**src/rtl/uart_pkg.sv**
```systemverilog
// Shared definitions for the parametrised UART receiver.
// Parity mode codes, receive FSM encoding and the tick divider calculation.
package uart_pkg;

    localparam int PAR_NONE = 0;
    localparam int PAR_ODD  = 1;
    localparam int PAR_EVEN = 2;

    typedef enum logic [2:0] {
        ST_IDLE,
        ST_START,
        ST_DATA,
        ST_PARITY,
        ST_STOP,
        ST_BREAK
    } rx_state_t;

    // Rounded clock divide for one oversample tick, never below 1.
    function automatic int calc_div(input int clk_freq, input int baud, input int oversample);
        int step;
        int div;
        step = baud * oversample;
        div  = (clk_freq + step / 2) / step;
        return (div < 1) ? 1 : div;
    endfunction

endpackage

```
**src/rtl/uart_rx_fifo.sv**
```systemverilog
// First-word-fall-through FIFO; a write shows at the head one cycle later (no bypass).
// No backpressure: a write into a full FIFO without a pop is dropped and flagged on o_overrun.
module uart_rx_fifo #(
    parameter int WIDTH = 10,
    parameter int DEPTH = 4
) (
    input  logic             i_clk,
    input  logic             i_rst_n,
    input  logic             i_wr_en,
    input  logic [WIDTH-1:0] i_wr_data,
    input  logic             i_rd_en,
    output logic             o_rd_valid,
    output logic [WIDTH-1:0] o_rd_data,
    output logic             o_full,
    output logic             o_overrun
);

    localparam int PW = $clog2(DEPTH);
    localparam int CW = $clog2(DEPTH + 1);

    logic [WIDTH-1:0] r_mem [DEPTH];
    logic [PW-1:0]    r_wptr;
    logic [PW-1:0]    r_rptr;
    logic [CW-1:0]    r_cnt;
    logic             r_ovr;

    logic w_empty;
    logic w_full;
    logic w_pop;
    logic w_push;

    assign w_empty = (r_cnt == '0);
    assign w_full  = (r_cnt == CW'(DEPTH));
    assign w_pop   = i_rd_en & ~w_empty;
    // A pop frees the slot in the same cycle, so a push while full still lands.
    assign w_push  = i_wr_en & (~w_full | w_pop);

    function automatic logic [PW-1:0] ptr_inc(input logic [PW-1:0] p);
        return (p == PW'(DEPTH - 1)) ? '0 : p + PW'(1);
    endfunction

    always_ff @(posedge i_clk or negedge i_rst_n) begin
        if (!i_rst_n) begin
            r_wptr <= '0;
            r_rptr <= '0;
            r_cnt  <= '0;
            r_ovr  <= 1'b0;
        end else begin
            r_ovr <= i_wr_en & w_full & ~w_pop;
            if (w_push) r_wptr <= ptr_inc(r_wptr);
            if (w_pop)  r_rptr <= ptr_inc(r_rptr);
            case ({w_push, w_pop})
                2'b10:   r_cnt <= r_cnt + CW'(1);
                2'b01:   r_cnt <= r_cnt - CW'(1);
                default: r_cnt <= r_cnt;
            endcase
        end
    end

    always_ff @(posedge i_clk) begin
        if (w_push) r_mem[r_wptr] <= i_wr_data;
    end

    assign o_rd_valid = ~w_empty;
    assign o_rd_data  = w_empty ? '0 : r_mem[r_rptr];
    assign o_full     = w_full;
    assign o_overrun  = r_ovr;

endmodule

```
**src/rtl/uart_rx_param.sv**
```systemverilog
// Parametrised UART receiver feeding a FWFT receive FIFO with per-character error flags.
// Character pushed one cycle after the last stop mid-sample; no backpressure, full FIFO drops and pulses overrun.
module uart_rx_param
    import uart_pkg::*;
#(
    parameter int CLK_FREQ   = 100000000,
    parameter int BAUD       = 9600,
    parameter int OVERSAMPLE = 16,
    parameter int DATA_BITS  = 8,
    parameter int PARITY     = 0,
    parameter int STOP_BITS  = 1,
    parameter int FIFO_DEPTH = 4
) (
    input  logic                 sysclk,
    input  logic                 reset,
    input  logic                 rxd,
    input  logic                 rd_en,
    output logic                 rd_valid,
    output logic [DATA_BITS-1:0] rd_data,
    output logic                 rd_parity_err,
    output logic                 rd_frame_err,
    output logic                 fifo_full,
    output logic                 overrun
);

    localparam int DIV = calc_div(CLK_FREQ, BAUD, OVERSAMPLE);
    localparam int TW  = (DIV > 1) ? $clog2(DIV) : 1;
    localparam int SW  = $clog2(OVERSAMPLE);
    localparam int BW  = 4;
    localparam int EW  = DATA_BITS + 2;

    logic [1:0]           r_sync;
    logic                 r_rxs_d;
    rx_state_t            r_state;
    logic [TW-1:0]        r_tcnt;
    logic [SW-1:0]        r_scnt;
    logic [BW-1:0]        r_bcnt;
    logic [DATA_BITS-1:0] r_shift;
    logic                 r_perr;
    logic                 r_ferr;
    logic                 r_push;

    rx_state_t            w_next;
    logic                 w_rxs;
    logic                 w_tick;
    logic                 w_fall;
    logic                 w_sample;
    logic                 w_last_data;
    logic                 w_last_stop;
    logic                 w_ferr_now;
    logic                 w_ones_odd;
    logic                 w_par_err;
    logic [EW-1:0]        w_wr_data;
    logic [EW-1:0]        w_head;

    assign w_rxs       = r_sync[1];
    assign w_tick      = (r_tcnt == TW'(DIV - 1));
    assign w_last_data = (r_bcnt == BW'(DATA_BITS - 1));
    assign w_last_stop = (r_bcnt == BW'(STOP_BITS - 1));
    assign w_ferr_now  = r_ferr | ~w_rxs;
    assign w_ones_odd  = (^r_shift) ^ w_rxs;
    assign w_par_err   = (PARITY == PAR_ODD) ? ~w_ones_odd : w_ones_odd;

    always_ff @(posedge sysclk or negedge reset) begin
        if (!reset) begin
            r_sync  <= 2'b11;
            r_rxs_d <= 1'b1;
        end else begin
            r_sync  <= {r_sync[0], rxd};
            r_rxs_d <= w_rxs;
        end
    end

    always_ff @(posedge sysclk or negedge reset) begin
        if (!reset) r_state <= ST_IDLE;
        else        r_state <= w_next;
    end

    always_comb begin
        w_next = r_state;
        case (r_state)
            ST_IDLE:   if (w_fall) w_next = ST_START;
            ST_START:  if (w_sample) w_next = w_rxs ? ST_IDLE : ST_DATA;
            ST_DATA:   if (w_sample && w_last_data)
                           w_next = (PARITY != PAR_NONE) ? ST_PARITY : ST_STOP;
            ST_PARITY: if (w_sample) w_next = ST_STOP;
            ST_STOP:   if (w_sample && w_last_stop)
                           w_next = w_ferr_now ? ST_BREAK : ST_IDLE;
            ST_BREAK:  if (w_rxs) w_next = ST_IDLE;
            default:   w_next = ST_IDLE;
        endcase
    end

    // Start bit is checked at half a bit; every later sample is a full bit on.
    always_comb begin
        w_fall   = 1'b0;
        w_sample = 1'b0;
        case (r_state)
            ST_IDLE:  w_fall   = ~w_rxs & r_rxs_d;
            ST_START: w_sample = w_tick && (r_scnt == SW'(OVERSAMPLE / 2 - 1));
            ST_DATA, ST_PARITY, ST_STOP:
                      w_sample = w_tick && (r_scnt == SW'(OVERSAMPLE - 1));
            default:  ;
        endcase
    end

    always_ff @(posedge sysclk or negedge reset) begin
        if (!reset) begin
            r_tcnt  <= '0;
            r_scnt  <= '0;
            r_bcnt  <= '0;
            r_shift <= '0;
            r_perr  <= 1'b0;
            r_ferr  <= 1'b0;
            r_push  <= 1'b0;
        end else begin
            r_push <= 1'b0;

            if (w_fall || w_tick) r_tcnt <= '0;
            else                  r_tcnt <= r_tcnt + TW'(1);

            if (r_state == ST_IDLE || r_state == ST_BREAK) r_scnt <= '0;
            else if (w_tick) r_scnt <= w_sample ? '0 : r_scnt + SW'(1);

            if (w_fall) begin
                r_bcnt <= '0;
                r_perr <= 1'b0;
                r_ferr <= 1'b0;
            end

            if (w_sample) begin
                case (r_state)
                    ST_DATA: begin
                        r_shift <= {w_rxs, r_shift[DATA_BITS-1:1]};
                        r_bcnt  <= w_last_data ? '0 : r_bcnt + BW'(1);
                    end
                    ST_PARITY: r_perr <= w_par_err;
                    ST_STOP: begin
                        r_ferr <= w_ferr_now;
                        r_bcnt <= w_last_stop ? '0 : r_bcnt + BW'(1);
                        r_push <= w_last_stop;
                    end
                    default: ;
                endcase
            end
        end
    end

    assign w_wr_data = {r_shift, r_perr, r_ferr};

    uart_rx_fifo #(
        .WIDTH (EW),
        .DEPTH (FIFO_DEPTH)
    ) u_fifo (
        .i_clk      (sysclk),
        .i_rst_n    (reset),
        .i_wr_en    (r_push),
        .i_wr_data  (w_wr_data),
        .i_rd_en    (rd_en),
        .o_rd_valid (rd_valid),
        .o_rd_data  (w_head),
        .o_full     (fifo_full),
        .o_overrun  (overrun)
    );

    assign rd_data       = w_head[EW-1:2];
    assign rd_parity_err = w_head[1];
    assign rd_frame_err  = w_head[0];

endmodule

```
**config.mk**
```make
export PLATFORM = sky130hd
export DESIGN_NAME = uart_rx_param
export DESIGN_NICKNAME = d
export VERILOG_FILES = /design/src/rtl/uart_pkg.sv /design/src/rtl/uart_rx_fifo.sv /design/src/rtl/uart_rx_param.sv
export SDC_FILE = /design/constraint.sdc
export NUM_CORES = 1
export LEC_CHECK = 0
export CAP_MARGIN = 20
export CORE_AREA = 2 2 82 84
export CTS_BUF_LIST = sky130_fd_sc_hd__clkbuf_8
export DETAILED_ROUTE_END_ITERATION = 12
export DIE_AREA = 0 0 84 86
export PLACE_DENSITY = 0.8
export SLEW_MARGIN = 0
export SYNTH_ARGS = -nofsm -noshare
export SYNTH_HDL_FRONTEND = slang
export SYNTH_SLANG_ARGS = --single-unit
```
**constraint.sdc**
```tcl
create_clock -name sysclk -period 3.1 [get_ports sysclk]
set_input_delay 0.93 -clock sysclk [delete_from_list [all_inputs] [get_ports sysclk]]
set_output_delay 0.93 -clock sysclk [all_outputs]
set_load 0.05 [all_outputs]
```
==> flow_summary.yaml <==
logic_synthesis:
  synth_edf_count: 40
  yosys.cell_types.count: 48
  synth_top_family_by_area: "simple AND/OR/NAND/NOR gates"
  synth_seq_cells: 83
  synthAdderAreaFrac_pct: 4.13
  synth_cells: 289
  yosys-top-cells-area: "edfxtp_1 (31%), dfrtp_1 (26%), mux4_2 (5.9%)"
  synth_compound_gate_area_share_pct: 4.23
  yosysWarnings: 0
  synth-simple-area-share_pct: 14.0
  synthXorXnorAreaFrac_pct: 5.05
  yosysTopAreaCell: "edfxtp_1"
  synth_common_cells: "dfrtp_1 (40), edfxtp_1 (40), nor2_1 (25)"
  synth_nets: 305
  postSynth.asyncResetShare_pct: 51.8
  synth_area_per_cell_um2: 13.2
  ys.flop_type: "edfxtp_1"
  yosysSeqAreaShare_pct: 59.8
  synth_top_area_share_pct: 31.5
  syn-cell-area_mm2: 0.00381
  synth_mux_area_share_pct: 10.2
floorplanning:
  core_mm2: 0.00628
  pin_count: 17
  die_h_um: 86
  rows: 29
  initial_core_util_pct: 60.8
  dieArea_mm2: 0.00722
  die_w_um: 84
outcome:
  outcome: "finished clean"
power_and_ir_drop:
  pwr_density_cell_mw_per_mm2: 543
  switching_share_pct: 22.7
  switching_power_mw: 0.532
  clock_power_share_pct: 40.5
  p_leak_nw: 1.88
  ir_drop_mv: 0.539
  internal_power_mw: 1.81
  seqPwrFrac_pct: 53.0
  combPwrFrac_pct: 6.5
worst_setup_path:
  ff2ff_setup_slack_ns: 0.59
  r2r-start: "r_state[2]$_DFFE_PN0P_"
  cp.arrival_ns: 1.95
  r2r-end: "r_shift[3]$_DFFE_PN0P_"
  criticalPathCategory: "flop to primary output"
  slowest_stage: "clkdlybuf4s50_1"
  critical_path.top_delay_family: "buffers and inverters"
  cpPeakStageDelay_ns: 0.73
  crit_fanout: 4
  startpoint: "u_fifo.r_cnt[1]$_DFFE_PN0P_"
  worst-path-buf-inv: 1
  crit_path_end_kind: "primary output"
  ff2ff_path_depth: 5
  cp-start-kind: "flop"
  crit_required_ns: 2.17
  cp_cell_sequence: "or3_1, clkdlybuf4s50_1"
drt:
  met3WireLength_um: 226
  avgViaCountPerCell: 5.70
  routed_wl_mm: 6.72
  wl_per_cell_um: 17.0
  drt_first_pass_iters: 4
  wl_met1_mm: 2.90
  drt_iter0_drc: 89
  route.met2.wl_mm: 3.48
  drtAntennaViolNets: 0
  drc: 0
  highest_layer: "met4"
  vias: 2250
cts:
  insertion_delay_ns: 0.35
  clk_pin_slew_ns: 0.09
  cts-root-buf: "clkbuf_8"
  ctsHtreeMaxLevel: 3
  cts_buffers: 9
  cts_hold_buf: 0
  cts.sink_count: 83
  cts_tree: "done"
  cts_resized: 0
  clockBufferDepth: 2
  post_cts.repair.setup_buffers: 0
grt:
  grt_util_all_layers_pct: 20.8
  grt_pass1_vias: 2299
  grt_pass1_wl_mm: 11.4
  antenna_found_initial: 0
  grt_start_max_net_pins: 44
  gr-total-overflow: 0
timing:
  min_period_ns: 2.88
  worst_pin_slew_ns: 0.545
  relSlewSlack_pct: 63.7
  drv_slew: 0
  final.setup.tns_ns: 0
  period_share_pct: 93.0
  grt_setup_unrepaired: "false"
  max_freq_ghz: 0.347
  clock_skew_ns: 0.00980
  hold_viol: 0
  setup_violations: 0
  whs_ns: 0.354
cells_and_area:
  n_antenna_cell: 0
  fin_nets: 329
  layout-drive-gt1-share_pct: 17.3
  area_growth_pct: 13.0
placement:
  dp_hpwl_mm: 4.19
  portBuffers: 16
  routabilityCongestion: 0.856
hold_path:
  holdPathEnd: "r_sync[1]$_DFF_PN1_"
  hold_path_class: "flop to flop"
  whs_path_depth: 0
  worstHoldStart: "r_sync[0]$_DFF_PN1_"
flow_run:
  drv_cap: 0
==> worst max path at each step <==
stage / to / slack (ns) / cells after the start
detailed placement: u_fifo.r_cnt[1]$_DFFE_PN0P_ / 0.27 / 8
global route: rd_valid / 0.15 / 2
finish: rd_valid / 0.22 / 2
CTS: rd_valid / 0.18 / 2
floorplan: rd_data[0] / 0.40 / 3
global placement: u_fifo.r_cnt[2]$_DFFE_PN0P_ / 0.36 / 10
==> flip-flops by register name, indices dropped and copies added (netlist names) <==
name and count:
u_fifo.r_rptr 2, r_ferr 1, u_fifo.r_mem 40, r_perr 1
r_bcnt 4, r_state 3, r_shift 8, r_push 1
r_scnt 4, u_fifo.r_cnt 3, r_sync 2, r_rxs_d 1
u_fifo.o_overrun 1, u_fifo.r_wptr 2, r_tcnt 10
==> layout by cell type (no fill, tap or decap), types with 2 or more instances in the layout <==
cell / netlist / routed
mux2_2: 2 / 2
buf_4: 1 / 16
edfxtp_1: 40 / 40
inv_6: 0 / 2
ha_1: 11 / 11
mux2i_1: 5 / 5
nor3_1: 4 / 4
nor2b_1: 4 / 4
a21oi_1: 5 / 5
clkbuf_8: 0 / 9
or3_1: 3 / 3
nand2b_1: 3 / 3
o21ai_0: 9 / 9
nor4_1: 2 / 2
and2_1: 18 / 18
mux4_2: 10 / 10
and3_1: 4 / 4
bufinv_16: 0 / 3
or4bb_1: 2 / 2
inv_1: 15 / 15
dfstp_2: 3 / 3
xor2_1: 6 / 6
xnor2_1: 16 / 16
clkdlybuf4s50_1: 0 / 5
nand2_1: 13 / 13
nor2_1: 25 / 25
mux2_1: 8 / 8
dfrtp_1: 40 / 40
nand3_1: 11 / 11
==> layer usage <==
| layer | up-vias | GRT usage [%] |
|---|---|---|
| met1 | 1120 | 25.9 |
| met3 | 12 | 5.00 |
| met5 | - | 0 |
| li1 | 1071 | - |
| met4 | 0 | 7.92 |
| met2 | 47 | 35.6 |
==> power by group through the flow <==
stage | sequential, mW | clock, mW | combinational, mW
detailed placement | 1.26 | 0 | 0.151
finish | 1.24 | 0.947 | 0.152
CTS | 1.24 | 0.963 | 0.152
floorplan | 1.25 | 0 | 0.114
global placement | 1.26 | 0 | 0.147
global route | 1.25 | 1.00 | 0.181
==> through the flow <==
step                cells  util, %  total power [mW]  area (um^2)  setup slack [ns]
floorplan             289        -              1.37         3810             0.396
detailed placement    378     64.4              1.41         4040             0.272
global placement      378     64.4              1.41         4040             0.356
global route          395     68.7              2.43         4310             0.148
CTS                   394     68.3              2.36         4290             0.177
finish                395     68.7              2.34         4310             0.216
==> area by class of cell <==
cell class,instances,area [um^2]
Inverter,15,56.3
Sequential cell,83,2280
Timing Repair Buffer,23,195
Clock inverter,7,124
Clock buffer,9,124
Multi-Input combinational cell,181,1430
Fill cell,447,1970
Tap cell,77,96.3
==> logic make-up after synthesis <==
group | after synthesis
adders and majority gates | 12
muxes | 25
buffers and inverters | 25
xor gates and xnor gates | 22
and+or+nand+nor | 98
DFF | 83
AOI/OAI and AO/OA | 24
No activity file was read; power rests on OpenSTA's default activity.
